===== config.mk =====
export PLATFORM = sky130hd
export DESIGN_NAME = segway_drive_seq
export DESIGN_NICKNAME = d
export VERILOG_FILES = /design/src/rtl/segway_pkg.sv /design/src/rtl/segway_vld_dly.sv /design/src/rtl/segway_drive_seq.sv
export SDC_FILE = /design/constraint.sdc
export NUM_CORES = 1
export LEC_CHECK = 0
export ABC_AREA = 1
export CORE_ASPECT_RATIO = 0.5
export CORE_MARGIN = 3
export CORE_UTILIZATION = 45
export DETAILED_ROUTE_END_ITERATION = 8
export PLACE_DENSITY = 0.7
export SYNTH_ARGS = -nofsm -noshare
export SYNTH_HDL_FRONTEND = slang
export SYNTH_SLANG_ARGS = --single-unit

===== constraint.sdc =====
create_clock -name clk -period 3.25 [get_ports clk]
set_clock_uncertainty 0.2 [all_clocks]
set_input_delay 0.975 -clock clk [delete_from_list [all_inputs] [get_ports clk]]
set_output_delay 0.975 -clock clk [all_outputs]
set_load 0.02 [all_outputs]

===== src/rtl/segway_pkg.sv =====
// segway_pkg: state type and shared constants for the drive sequencer
// and the balance-math block (MATH_LAT_* selects its PIPELINED build).
package segway_pkg;

  typedef enum logic [2:0] {
    S_IDLE   = 3'd0,
    S_RAMP   = 3'd1,
    S_RUN    = 3'd2,
    S_FAULT  = 3'd3,
    S_RAMPDN = 3'd4
  } seq_state_t;

  localparam logic [7:0] SS_MAX_DEF = 8'hFF;
  localparam int FAST_LIMIT_DEF = 4;
  localparam int MATH_LAT_PIPE = 2;
  localparam int MATH_LAT_COMB = 0;

endpackage


===== src/rtl/segway_vld_dly.sv =====
// segway_vld_dly: DEPTH-stage strobe delay line, DEPTH=0 is a wire.
// Ports: clk, rst_n (sync, active low), d (strobe in), q (delayed).
module segway_vld_dly #(
  parameter int DEPTH = 2
) (
  input  logic clk,
  input  logic rst_n,
  input  logic d,
  output logic q
);

  generate
    if (DEPTH == 0) begin : g_comb
      logic unused_clk_rst;
      assign unused_clk_rst = clk ^ rst_n;
      assign q = d;
    end else begin : g_pipe
      logic [DEPTH-1:0] sr;

      always_ff @(posedge clk) begin
        if (!rst_n) begin
          sr <= '0;
        end else begin
          sr[0] <= d;
          for (int i = 1; i < DEPTH; i++)
            sr[i] <= sr[i-1];
        end
      end

      assign q = sr[DEPTH-1];
    end
  endgenerate

endmodule


===== src/rtl/segway_drive_seq.sv =====
// segway_drive_seq: power-up / soft-start / overspeed sequencer that
// feeds the balance-math block. Optional macro: SEGWAY_RAMPDN_EN.
// In : clk, rst_n (sync, active low), pwr_up_req, en_steer_req,
//      vld (sample strobe), too_fast (from math)
// Out: pwr_up, ss_tmr[7:0], en_steer, math_vld, fault, state_o[2:0]
module segway_drive_seq
  import segway_pkg::*;
#(
  parameter int         SS_PRESCALE = 8,
  parameter logic [7:0] SS_MAX      = SS_MAX_DEF,
  parameter int         FAST_LIMIT  = FAST_LIMIT_DEF,
  parameter int         MATH_LAT    = MATH_LAT_PIPE
) (
  input  logic       clk,
  input  logic       rst_n,
  input  logic       pwr_up_req,
  input  logic       en_steer_req,
  input  logic       vld,
  input  logic       too_fast,
  output logic       pwr_up,
  output logic [7:0] ss_tmr,
  output logic       en_steer,
  output logic       math_vld,
  output logic       fault,
  output logic [2:0] state_o
);

  localparam logic [SS_PRESCALE-1:0] P_ONE = SS_PRESCALE'(1);
  localparam logic [3:0] LIM = 4'(FAST_LIMIT);

`ifdef SEGWAY_RAMPDN_EN
  localparam seq_state_t OFF_ST = S_RAMPDN;
`else
  localparam seq_state_t OFF_ST = S_IDLE;
`endif

  seq_state_t state, state_d;

  logic [SS_PRESCALE-1:0] presc, presc_d;
  logic [3:0] fast_cnt, fast_cnt_d, cnt_inc;
  logic [7:0] ss_d;
  logic tick, hot, clean, stay;

  segway_vld_dly #(
    .DEPTH(MATH_LAT)
  ) u_dly (
    .clk  (clk),
    .rst_n(rst_n),
    .d    (vld),
    .q    (math_vld)
  );

  always_comb begin
    state_d = state;
    tick    = &presc;
    hot     = math_vld & too_fast;
    clean   = math_vld & ~too_fast;
    cnt_inc = fast_cnt + 4'd1;
    unique case (state)
      S_IDLE:
        if (pwr_up_req) state_d = S_RAMP;
      S_RAMP:
        if (!pwr_up_req) state_d = OFF_ST;
        else if (ss_tmr == SS_MAX) state_d = S_RUN;
      S_RUN:
        if (!pwr_up_req) state_d = OFF_ST;
        else if (hot && cnt_inc == LIM) state_d = S_FAULT;
      S_FAULT:
        if (!pwr_up_req) state_d = OFF_ST;
        else if (clean && cnt_inc == LIM) state_d = S_RUN;
      S_RAMPDN:
        if (pwr_up_req) state_d = S_RAMP;
        else if (ss_tmr == 8'd0) state_d = S_IDLE;
      default:
        state_d = S_IDLE;
    endcase
  end

  // Counters and the ramp only advance while the state holds;
  // any transition restarts them from zero (ss_tmr is kept).
  always_comb begin
    stay       = (state_d == state);
    presc_d    = '0;
    fast_cnt_d = '0;
    ss_d       = ss_tmr;
    if (stay && (state == S_RAMP || state == S_RAMPDN))
      presc_d = presc + P_ONE;
    if (stay && state == S_RUN)
      fast_cnt_d = hot ? cnt_inc : (clean ? 4'd0 : fast_cnt);
    if (stay && state == S_FAULT)
      fast_cnt_d = clean ? cnt_inc : (hot ? 4'd0 : fast_cnt);
    if (state_d == S_IDLE)
      ss_d = 8'd0;
    else if (stay && state == S_RAMP && tick && ss_tmr != SS_MAX)
      ss_d = ss_tmr + 8'd1;
    else if (stay && state == S_RAMPDN && tick && ss_tmr != 8'd0)
      ss_d = ss_tmr - 8'd1;
  end

  always_ff @(posedge clk) begin
    if (!rst_n) begin
      state    <= S_IDLE;
      presc    <= '0;
      fast_cnt <= '0;
      ss_tmr   <= 8'd0;
      pwr_up   <= 1'b0;
      en_steer <= 1'b0;
      fault    <= 1'b0;
    end else begin
      state    <= state_d;
      presc    <= presc_d;
      fast_cnt <= fast_cnt_d;
      ss_tmr   <= ss_d;
      pwr_up   <= (state_d != S_IDLE);
      en_steer <= (state_d == S_RUN) & en_steer_req;
      fault    <= (state_d == S_FAULT);
    end
  end

  assign state_o = state;

endmodule

### Word level (Yosys, flattened, before mapping)

Cells that the tools add are included.

* bits in latches: 0
* register bits after elaboration: 28
* memory bits (writable): 0
* bits in read-only memories: 0
* input port bits: 6
* word-level logic and storage cells: 69
* memories: 0

* reduce and logical (&&, ||, !) cells: 22
* add/sub/neg operators: 4
* multiply operators: 0
* bitwise logic cells: 5
* multiplexer cells: 18
* equal/unequal tests: 12
* magnitude comparators: 0
* divide/modulo/power cells: 0
* shift-type cells: 0

Operators with widths (count)
* $mux 3: 9
* $mux 4: 6
* $add 8x1->8 const B: 2
* $mux 8: 2
* $pmux 3 s5: 1
* $eq 3x2->1 const B: 4
* $logic_and 1x1->1: 11
* $eq 8x8->1 const B: 1
* $logic_not 8->1: 1
* $ne 8x8->1 const B: 1
* $reduce_and 8->1: 1
* $reduce_bool 8->1: 1
* $sub 8x1->8 const B: 1
* $logic_not 3->1: 2
* $ne 3x3->1 const B: 2
* $add 4x1->4 const B: 1
* $eq 4x3->1 const B: 1
* $reduce_and 2->1: 2
* $and 1x1->1: 3
* $eq 3x1->1 const B: 1
* $eq 3x3->1: 1
* $eq 3x3->1 const B: 1
* $reduce_bool 3->1: 1
* $not 1->1: 2
* other kinds (3): 3

### Depth between registers and ports, before layout

Gate-level depths: netlist (run 1).

* word-level depth: 12
* depth in mapped cells: 20
* depth with buffers taken out: 20

### Hierarchy

Synthesis (run 1) repeated with hierarchy kept, for this count alone.

* cells, all modules: 241
* area, all modules: 1762.9 um^2

Modules (own cells, without submodules)
* segway_drive_seq: instances 1, cells each 235, area an instance 1707.9 um^2
* segway_vld_dly: instances 1, cells each 6, area an instance 55.1 um^2

### Worst setup path after synthesis (run 1)

OpenSTA, ideal clock, no wires.

* path type: input port to flip-flop
* from: input too_fast
* to: register ss_tmr[5]
* buffers on the path: 0
* setup time: 0.072 ns
* stages: 19
* data arrival time: 3.067 ns
* required time: 2.978 ns
* path slack: -0.089 ns
* cell sequence: nand2_1 inv_1 nand3_1 nand2_1 nand3_1 nand3_2 nand2_1 nand2_2 and3_4 nand2_1 ha_1 a21oi_1 nand2_1 a21oi_1 nor2_1 nor2_1 xor2_1 nand2_1 a21oi_1

* cells in the longest elaborated chain, start to end: 11

RTL lines
* start: declaration: line segway_drive_seq.sv:19 `input logic too_fast,`
* $not 1->1: line segway_drive_seq.sv:57 `clean = math_vld & ~too_fast;`
* $and 1x1->1: line segway_drive_seq.sv:57
* $logic_and 1x1->1: line segway_drive_seq.sv:70 `else if (clean && cnt_inc == LIM) state_d = S_RUN;`
* $mux 3: line segway_drive_seq.sv:70
* $mux 3: line segway_drive_seq.sv:69 `if (!pwr_up_req) state_d = OFF_ST;`
* $pmux 3 s5 *: line segway_drive_seq.sv:59 `unique case (state)`
* $eq 3x3->1: line segway_drive_seq.sv:82 `stay = (state_d == state);`
* $logic_and 1x1->1 (on tied branches) (3 in a row): line segway_drive_seq.sv:94, segway_drive_seq.sv:96
* $mux 8 / $reduce_bool 2->1 (equally long branches)
* end signal: assignment: line segway_drive_seq.sv:113 `ss_tmr <= ss_d;`
* end: declaration: line segway_drive_seq.sv:21 `output logic [7:0] ss_tmr,`

Every way passes the cells marked *; elsewhere a longest branch is shown, timed or not.
A chain may end at the register's enable or synchronous reset.

### Worst setup path in the final report (run 1)

* from: input too_fast
* to: register ss_tmr[6]

Same word-level chain as after synthesis.

==> out/summary.md, run 1 <==
The flow ran to the end, and the final reports show no timing, DRC or antenna violations. At the end of routability-driven placement, the weighted congestion stood at 0.860. sky130_fd_sc_hd__dfxtp_1 takes more of the synthesized area than any other cell. The final standard cell utilization of the core was 69.5%. The startpoint of the most critical setup path is too_fast. The ratio of final minimum period to clock period is 95.9%. The sequential share of power was 55.6%.

The critical path depth was 19. Critical register-to-register path startpoint: ss_tmr[0]$_SDFFE_PP0P_. The family of cells with the greatest summed delay on the critical path was simple AND/OR/NAND/NOR gates. The count of final setup violators was 0; the number of buffers added by the clock tree synthesis step was 3. Yosys printed 0 warnings. The area added between synthesis and finish came out at 37.6%. The total wire length is 3870 um. Synthesis produced a netlist with a net count of 256. The final worst hold slack was 0.220 ns; the flip-flop and latch count after synthesis was 28. Across the run, the number of max-cap violations was 0. By count the netlist is led by sky130_fd_sc_hd__nand2_1, sky130_fd_sc_hd__nor2_1, sky130_fd_sc_hd__inv_1.

The clock network fraction of design power was 35.5%; the DRC violations left was 0. The number of flops mapped to enable cells by yosys is 0. Counting cells, the worst reg-to-reg path comes to 19.

In this run the worst setup path terminates at ss_tmr[6]$_SDFFE_PP0P_. Port buffering added 20 buffers. The CTS H-tree depth was 1. Clock tree synthesis selected as its root buffer the cell sky130_fd_sc_hd__clkbuf_8. The logs give 0 for the count of antenna diodes in the layout and 0.481 mW for the cell-internal power. Across the VDD grid, the largest voltage drop is 0.156 mV.

For the worst-skew pair, the clock arrives at the later sink with an insertion delay of 0.28 ns. The setup check on the worst reg-to-reg path leaves a slack of 0.28 ns. The global router's overall resource usage came out at 17.5%. The clock drives 28 sinks. Type of element capturing the critical path: a register. The highest-delay cell along the critical path is sky130_fd_sc_hd__fa_2. After detailed routing, the average wire length per cell comes to 11.4 um. The initial antenna violation count was 0; the transition at the pin with the smallest max-transition slack was 0.410 ns.

After synthesis, the netlist uses 27 different library cells. The proportion of layout cells with a drive suffix above 1 works out to 21.6%. Summing the sequential cell areas from Yosys gives 34.4% of the chip area. For the final-report hold violation count, the log shows 0. The pre-antenna-repair detailed-routing pass consisted of 5 iterations. In this run the deepest clock path goes through 2 buffers.

The tools report the number of rows in the core area as 14. The first-pass GRT wire length was 6460 um; the share of flip-flops with an asynchronous set or reset was 0%. In this run the power spent charging and discharging nets is 0.146 mW. Walking the worst path, the cells encountered are buf_2 -> inv_2 -> nand2_2 -> nor2_2 -> nor2_1 -> nor2_2 -> nand3_1 -> nand2_2 -> and3_4 -> nand2_8 -> fa_2 -> nand3_2 -> nand2_2 -> a21oi_2 -> nor2_1 -> nor2_1 -> xor2_1 -> nand2_1 -> a21oi_2. Die extent in y: 48.5 um.

Setup slack closes at 0.134 ns. Fill cells in the final layout number 284. Total power divided by cell area: 280 nW/um2.

Each instance of the synthesized netlist takes up on average 6.76 um2. The number of buffers and inverters on the critical path is 2. Summed over all nets, the half-perimeter wirelength after detailed placement is 2750 um.

In this run the worst hold path is classified as register to register. The logs give 16 for the largest net degree at the start of global routing and 241 for the instance count of the mapped netlist. Timing analysis after detailed placement gives a worst setup slack of -0.545 ns. In this run the critical register-to-register path is captured at ss_tmr[6]$_SDFFE_PP0P_. Prevailing post-synth register cell: sky130_fd_sc_hd__dfxtp_1.

Combinational logic burns 8.9% of the power. The die covers 4420 um2. After detailed routing, the number of vias per cell comes to 4.85. The fraction of power spent switching nets came out at 23.3%. Clock slew seen by the registers of the worst setup and hold paths: 0.10 ns. For this configuration, the core starts out at a cell density of 50.5%.

In the final design database the tool counted 308 nets. By area the synthesized netlist is led by sky130_fd_sc_hd__dfxtp_1, sky130_fd_sc_hd__nand2_1, sky130_fd_sc_hd__nor2_1, sky130_fd_sc_hd__inv_1, sky130_fd_sc_hd__ha_1. Static timing analysis puts the maximum clock frequency at 0.321 GHz. Overall power consumption after layout is estimated at 0.627 mW. For the worst slew slack as a fraction of its limit, the log shows 72.6%. By startpoint and endpoint, the worst setup path is classified as primary input to register. The die span in x came out at 91.1 um.

The total area inside the core boundary comes to 3220 um2. Library cell with the highest instance count after synthesis: sky130_fd_sc_hd__nand2_1. The via count of the first global-routing pass came out at 1,500. The post-synthesis cell area came out at 1630 um2. TritonCTS built the clock tree. The tools report the count of pins over their slew limit as 0. The largest single stage delay on the critical path is 0.38 ns.

The count of nets left with antenna violations once routing finished came out at 0. STA puts the critical path data arrival time at 3.14 ns. The maximum fanout along the worst path was 7; the routed via count was 1,650.

In this run the biggest area consumer among cell types represents 34.4% of the synthesized area. The startpoint class of the critical path was a primary input. Data on the critical path is required at its endpoint by 3.27 ns.

Sum of overflow across all layers after global routing: 0. In this run the static leakage power is 0.978 nW. For this block, the initial DRC count from the detailed router was 87. The smallest clock period supported by the final layout is computed as 3.12 ns. The I/O pin count is 21.
==> worst register-to-register path: stages, from the launching register on <==
cell	delay (ns)
sky130_fd_sc_hd__dfxtp_1	0.49
sky130_fd_sc_hd__nand2_1	0.10
sky130_fd_sc_hd__nor2_1	0.11
sky130_fd_sc_hd__nand2_1	0.11
sky130_fd_sc_hd__nand2_1	0.13
sky130_fd_sc_hd__nand2_1	0.06
sky130_fd_sc_hd__nand3_1	0.06
sky130_fd_sc_hd__nand3_1	0.07
sky130_fd_sc_hd__nand2_2	0.08
sky130_fd_sc_hd__and3_4	0.21
sky130_fd_sc_hd__nand2_8	0.09
sky130_fd_sc_hd__fa_2	0.38
sky130_fd_sc_hd__nand3_2	0.09
sky130_fd_sc_hd__nand2_2	0.07
sky130_fd_sc_hd__a21oi_2	0.13
sky130_fd_sc_hd__nor2_1	0.05
sky130_fd_sc_hd__nor2_1	0.13
sky130_fd_sc_hd__xor2_1	0.16
sky130_fd_sc_hd__nand2_1	0.08
sky130_fd_sc_hd__a21oi_2	0.11
==> flip-flops by register name, indices dropped and copies added (netlist names) <==
signal	cells
en_steer	1
fast_cnt	4
fault	1
presc	8
pwr_up	1
ss_tmr	8
state_o	3
u_dly.g_pipe.sr	2
==> logic make-up after synthesis <==
family,count (synthesis),share of synthesized area (%)
XOR/XNOR,9,4.84
AND/OR/NAND/NOR,132,36.2
AO/OA/AOI/OAI,27,8.83
buffers and inverters,36,8.37
flip-flops,28,34.4
adder cells (fa/ha/maj),9,7.37
==> metal layers <==
| metal | part of all wire (%) | routed length (um) | track usage, % |
|---|---|---|---|
| met1 | 49 | 1890 | 23.5 |
| met2 | 46 | 1770 | 28.7 |
| met3 | 4.5 | 175 | 4.49 |
| met4 | 0.70 | 27 | 3.25 |
| met5 | 0 | 0 | 0 |
==> power by group through the flow <==
stage / sequential [mW] / combinational [mW] / clock [mW]
after global routing: 0.349 / 0.0606 / 0.249
after global placement: 0.356 / 0.0476 / 0
after detailed placement: 0.356 / 0.0479 / 0
after floorplan: 0.358 / 0.0238 / 0
final: 0.348 / 0.0557 / 0.223
after CTS: 0.348 / 0.0522 / 0.228
==> metrics by stage <==
step / cells / area [um2] / TNS (ns)
after floorplan: 241 / 1660 / 0
after global placement: 327 / 2060 / -2.43
after detailed placement: 327 / 2060 / -2.64
after CTS: 338 / 2200 / 0
after global routing: 340 / 2240 / -0.0336
final: 340 / 2240 / 0
==> final cells by class <==
cell class	instances	area, um2	area share, %
clock buffer	4	55.1	2.46
inverter	35	131	5.86
multi-input combinational	177	1030	46.0
sequential	28	561	25.0
tap	48	60.1	2.68
timing repair buffer	48	404	18.0
==> placed cells by master (no fill, tap or decap), drive strengths merged <==
master,n
nand2,64
nor2,39
inv,35
buf,29
dfxtp,28
clkdlybuf4s50,18
a21oi,18
nand3,15
xor2,8
ha,8
o21ai,7
nor3,5
clkbuf,5
nand4,4
nor4,3
and3,1
or2,1
xnor2,1
o31ai,1
o21bai,1
fa,1
==> worst min path at each step <==
| stage | from | endpoint | slack (ns) | cells after the start |
|---|---|---|---|---|
| final | u_dly.g_pipe.sr[0]$_SDFF_PN0_ | u_dly.g_pipe.sr[1]$_SDFF_PN0_ | 0.22 | 2 |
| after global routing | u_dly.g_pipe.sr[0]$_SDFF_PN0_ | u_dly.g_pipe.sr[1]$_SDFF_PN0_ | 0.25 | 2 |
| after CTS | u_dly.g_pipe.sr[0]$_SDFF_PN0_ | u_dly.g_pipe.sr[1]$_SDFF_PN0_ | 0.22 | 2 |
| after detailed placement | u_dly.g_pipe.sr[0]$_SDFF_PN0_ | u_dly.g_pipe.sr[1]$_SDFF_PN0_ | 0.19 | 2 |
| after global placement | u_dly.g_pipe.sr[0]$_SDFF_PN0_ | u_dly.g_pipe.sr[1]$_SDFF_PN0_ | 0.20 | 2 |
| after floorplan | u_dly.g_pipe.sr[0]$_SDFF_PN0_ | u_dly.g_pipe.sr[1]$_SDFF_PN0_ | 0.19 | 2 |
==> repair_timing <==
item | CTS | global route
setup endpoints to repair | 5 | 6
pin swaps | 19 | 19
setup buffers | 7 | 2
gates resized for setup | 14 | 10
hold buffers | 0 | 0
hold endpoints to repair | 0 | 0
Power figures use the tool's default switching activity.
==> inputs of run 2 (changes only) <==
--- a/config.mk
+++ b/config.mk
@@ -11,6 +11,7 @@
 export CORE_UTILIZATION = 45
 export DETAILED_ROUTE_END_ITERATION = 8
 export PLACE_DENSITY = 0.7
+export SLEW_MARGIN = 25
 export SYNTH_ARGS = -nofsm -noshare
 export SYNTH_HDL_FRONTEND = slang
 export SYNTH_SLANG_ARGS = --single-unit
==> results of run 2 <==
Final layout, timing and power as in run 1 (identical DEF).
==> inputs of run 3 (changes only) <==
--- a/config.mk
+++ b/config.mk
@@ -6,8 +6,9 @@
 export NUM_CORES = 1
 export LEC_CHECK = 0
 export ABC_AREA = 1
+export CAP_MARGIN = 20
 export CORE_ASPECT_RATIO = 0.5
-export CORE_MARGIN = 3
+export CORE_MARGIN = 4
 export CORE_UTILIZATION = 45
 export DETAILED_ROUTE_END_ITERATION = 8
 export PLACE_DENSITY = 0.7
==> run 3 against run 2 <==
Final cell count down 0.29%; utilization decreased by 5.1 points; global-route usage barely moved; design area down 0.78%; sequential share of layout area increased by 0.20 points; combinational power down 4.3%; non-clock buffer count down 4; maximum frequency down 1.2%; largest cell class unchanged; highest routed layer unchanged.
==> out/summary.md, run 3 (synthesis results as in run 1) <==
The logs give 0 (unchanged) for the count of pins over their slew limit and 35.7% (+0.2 points) for the clock network fraction of design power. The largest registers in the layout are presc (8), ss_tmr (8), fast_cnt (4). The first-pass GRT wire length is 6540 um (+1.3%). The flow ran to the end, and the final reports show no timing, DRC or antenna violations.

The area of the core came out at 3450 um2 (+7.1%). For the instance area at placement, the log shows 2060 um2 (-0.18%). The routed via count is 1,646 (-0.24%), and the endpoint required time on the critical path is 3.27 ns (about the same).

The weighted congestion reported at the end of routability-driven placement came out at 0.942 (+9.5%). The total wire length was 3930 um (+1.6%); the total power divided by cell area was 281 nW/um2 (+0.48%). The I/O pin count is 21 (unchanged). For the highest clock rate, the log shows 0.317 GHz (-1.2%). The transition at the pin with the smallest max-transition slack works out to 0.403 ns (-0.00670 ns). Clock tree synthesis selected as its root buffer the cell sky130_fd_sc_hd__clkbuf_8.

The setup TNS after final layout was 0 ns (unchanged); the first-pass detailed-route iteration total was 4 (-1). For the total design power, the log shows 0.625 mW (-0.30%). The post-detailed-route wirelength per cell is 11.6 um (+1.9%). The maximum fanout along the worst path was 7 (unchanged). The number of DRC markers after the initial detailed-route iteration was 121 (+39%); the count of antenna diodes in the layout was 0 (unchanged).

Type of element capturing the critical path: a register. The tools report the CTS H-tree depth as 1 (unchanged). The initial antenna violation count was 0 (unchanged). The run gives 0 (unchanged) as the number of nets still failing antenna checks after routing. Fraction of power spent switching nets: 23.3% (about the same). In the layout the commonest cells are sky130_fd_sc_hd__nand2_1, sky130_fd_sc_hd__nor2_1, sky130_fd_sc_hd__inv_1. The largest buffer count on any clock path came out at 2 (unchanged).

The maximum resistive drop on vdd is 0.127 mV (-19%), and the largest net degree at the start of global routing is 16 (unchanged). The final critical delay including setup and external delays works out to 3.15 ns (+0.0388 ns). For the total of hold buffers inserted after clock tree synthesis, the log shows 0 (unchanged).

The initial core utilization was 47.2% (-3.4 points). Average vias per placed instance: 4.86 (about the same). The tools report the critical register-to-register path startpoint as ss_tmr[4]$_SDFFE_PP0P_. The reported max-cap violation count was 0 (unchanged).

The final-report hold violation count is 0 (unchanged). The depth of the most critical reg-to-reg path works out to 19 (unchanged). The endpoint with the worst hold slack was u_dly.g_pipe.sr[1]$_SDFF_PN0_. Hold path depth: 2 (unchanged). TritonCTS built the clock tree.

Sum of overflow across all layers after global routing: 0 (unchanged). Sequential share of power: 55.7% (about the same). Compared with the post-synthesis result, the final layout area differs by 36.5%. The floorplan die area was 4710 um2 (+6.4%). The run gives 2220 um2 (-0.78%) as the post-layout instance area. The most common library cell in the layout ignoring fill and taps was sky130_fd_sc_hd__nand2_1. The proportion of layout cells with a drive suffix above 1 was 20.1% (-1.4 points). The clock slew seen by the registers of the worst setup and hold paths works out to 0.10 ns (about the same).

The run gives 17.5% (about the same) as the global router's overall resource usage. The logs give 0.146 mW (-0.34%) for the switching power total and 0.960 nW (-1.9%) for the leakage component of the power. The number of rows in the core area is 15 (+1). The power share of the combinational group was 8.5% (-0.4 points); the detailed-placement wirelength estimate was 2730 um (-0.69%). For the final net count, the log shows 304 (-1.3%). The tools report the endpoint of the lowest-slack register-to-register path as ss_tmr[5]$_SDFFE_PP0P_. For the cell-internal power, the log shows 0.479 mW (-0.29%). The worst setup slack for register-to-register paths is 0.24 ns (-0.04 ns).

The count of input and output buffers is 20 (unchanged), and the via count of the first global-routing pass is 1,485 (-1.0%). The tools report the startpoint class of the critical path as a primary input. The DRC violations left came out at 0 (unchanged). In this run the worst hold path is classified as register to register. Critical path data arrival time: 3.18 ns (+0.04 ns). The die span in x works out to 93.1 um (+2.2%).

The clock sink count was 28 (unchanged). The ratio of final minimum period to clock period was 97.1% (+1.2 points). The clock latency at the later pin of the worst-skew pair is 0.28 ns (about the same). The beginning of the worst hold path is u_dly.g_pipe.sr[0]$_SDFF_PN0_.

Worst slew slack as a fraction of its limit: 72.9% (+0.31 points). The count of final setup violators came out at 0 (unchanged). Worst setup path category: primary input to register. The number of buffers added by the clock tree synthesis step was 3 (unchanged); the final worst hold slack was 0.225 ns (+0.00539 ns).

The die extent in y works out to 50.5 um (+4.1%).
[run 3: cell types whose count changed in the layout (fill, tap and decap cells not counted), sizes merged]
cell,before,now
buf,29,25
[run 3: worst max path at each step]
stage	to	start	cells past startpoint	slack [ns]
2_1_floorplan	ss_tmr[6]$_SDFFE_PP0P_	too_fast	19	0.04
3_3_place_gp	ss_tmr[7]$_SDFFE_PP0P_	pwr_up_req	17	-0.52
3_5_place_dp	ss_tmr[7]$_SDFFE_PP0P_	pwr_up_req	17	-0.60
4_1_cts	ss_tmr[6]$_SDFFE_PP0P_	pwr_up_req	17	0.0006
5_1_grt	ss_tmr[6]$_SDFFE_PP0P_	too_fast	19	-0.004
6_report	ss_tmr[5]$_SDFFE_PP0P_	too_fast	19	0.1
[run 3: power by group through the flow]
stage,Clock (mW),Combinational (mW),Sequential (mW)
floorplan,0,0.0238,0.358
global placement,0,0.0464,0.356
detailed placement,0,0.0472,0.356
CTS,0.233,0.0517,0.348
global route,0.248,0.0581,0.349
finish,0.223,0.0533,0.348
[run 3: area by class of cell]
cell class / instances / area [um2]
well taps: 51 / 63.8
multi-input cells: 177 / 1040
fillers: 317 / 1230
clock buffers: 4 / 55.1
repair buffers: 44 / 377
inverters: 35 / 131
flip-flops and latches: 28 / 561
[run 3: per-stage QoR]
stage | utilization [%] | worst slack (ns) | cells
after detailed placement | 59.6 | -0.602 | 329
after global placement | 59.6 | -0.520 | 329
after floorplan | - | 0.0374 | 241
after global routing | 64.4 | -0.00445 | 339
final | 64.4 | 0.0955 | 339
after CTS | 63.2 | 0.000595 | 338
[run 3: what timing repair did]
item | in CTS | in global routing
cloned | 0 | 0
resized for setup | 10 | 13
buffers inserted | 5 | 2
pin swaps | 12 | 17
endpoints found under the setup margin | 5 | 5
[run 3: routing by layer]
metal  vias to the layer above  share of wire (%)  track usage (%)
met3                         8                4.0             3.89
met1                       739                 46             22.0
li1                        862                  -                -
met2                        37                 48             29.6
met4                         0                2.3             6.81
met5                         -                  0                0
[run 3: critical path, stage by stage]
cell and delay, ns:
sky130_fd_sc_hd__buf_6 0.10, sky130_fd_sc_hd__inv_2 0.04, sky130_fd_sc_hd__nand2_2 0.05, sky130_fd_sc_hd__nor2_2 0.12, sky130_fd_sc_hd__nor2_1 0.05, sky130_fd_sc_hd__nor2_1 0.15, sky130_fd_sc_hd__nand3_1 0.12, sky130_fd_sc_hd__nand2_2 0.09
sky130_fd_sc_hd__and3_4 0.21, sky130_fd_sc_hd__nand2_8 0.10, sky130_fd_sc_hd__ha_4 0.29, sky130_fd_sc_hd__a21oi_2 0.15, sky130_fd_sc_hd__nand2_2 0.09, sky130_fd_sc_hd__a21oi_2 0.13, sky130_fd_sc_hd__nor2_1 0.05, sky130_fd_sc_hd__nor2_1 0.13
sky130_fd_sc_hd__xor2_1 0.16, sky130_fd_sc_hd__nand2_1 0.07, sky130_fd_sc_hd__a21oi_1 0.12
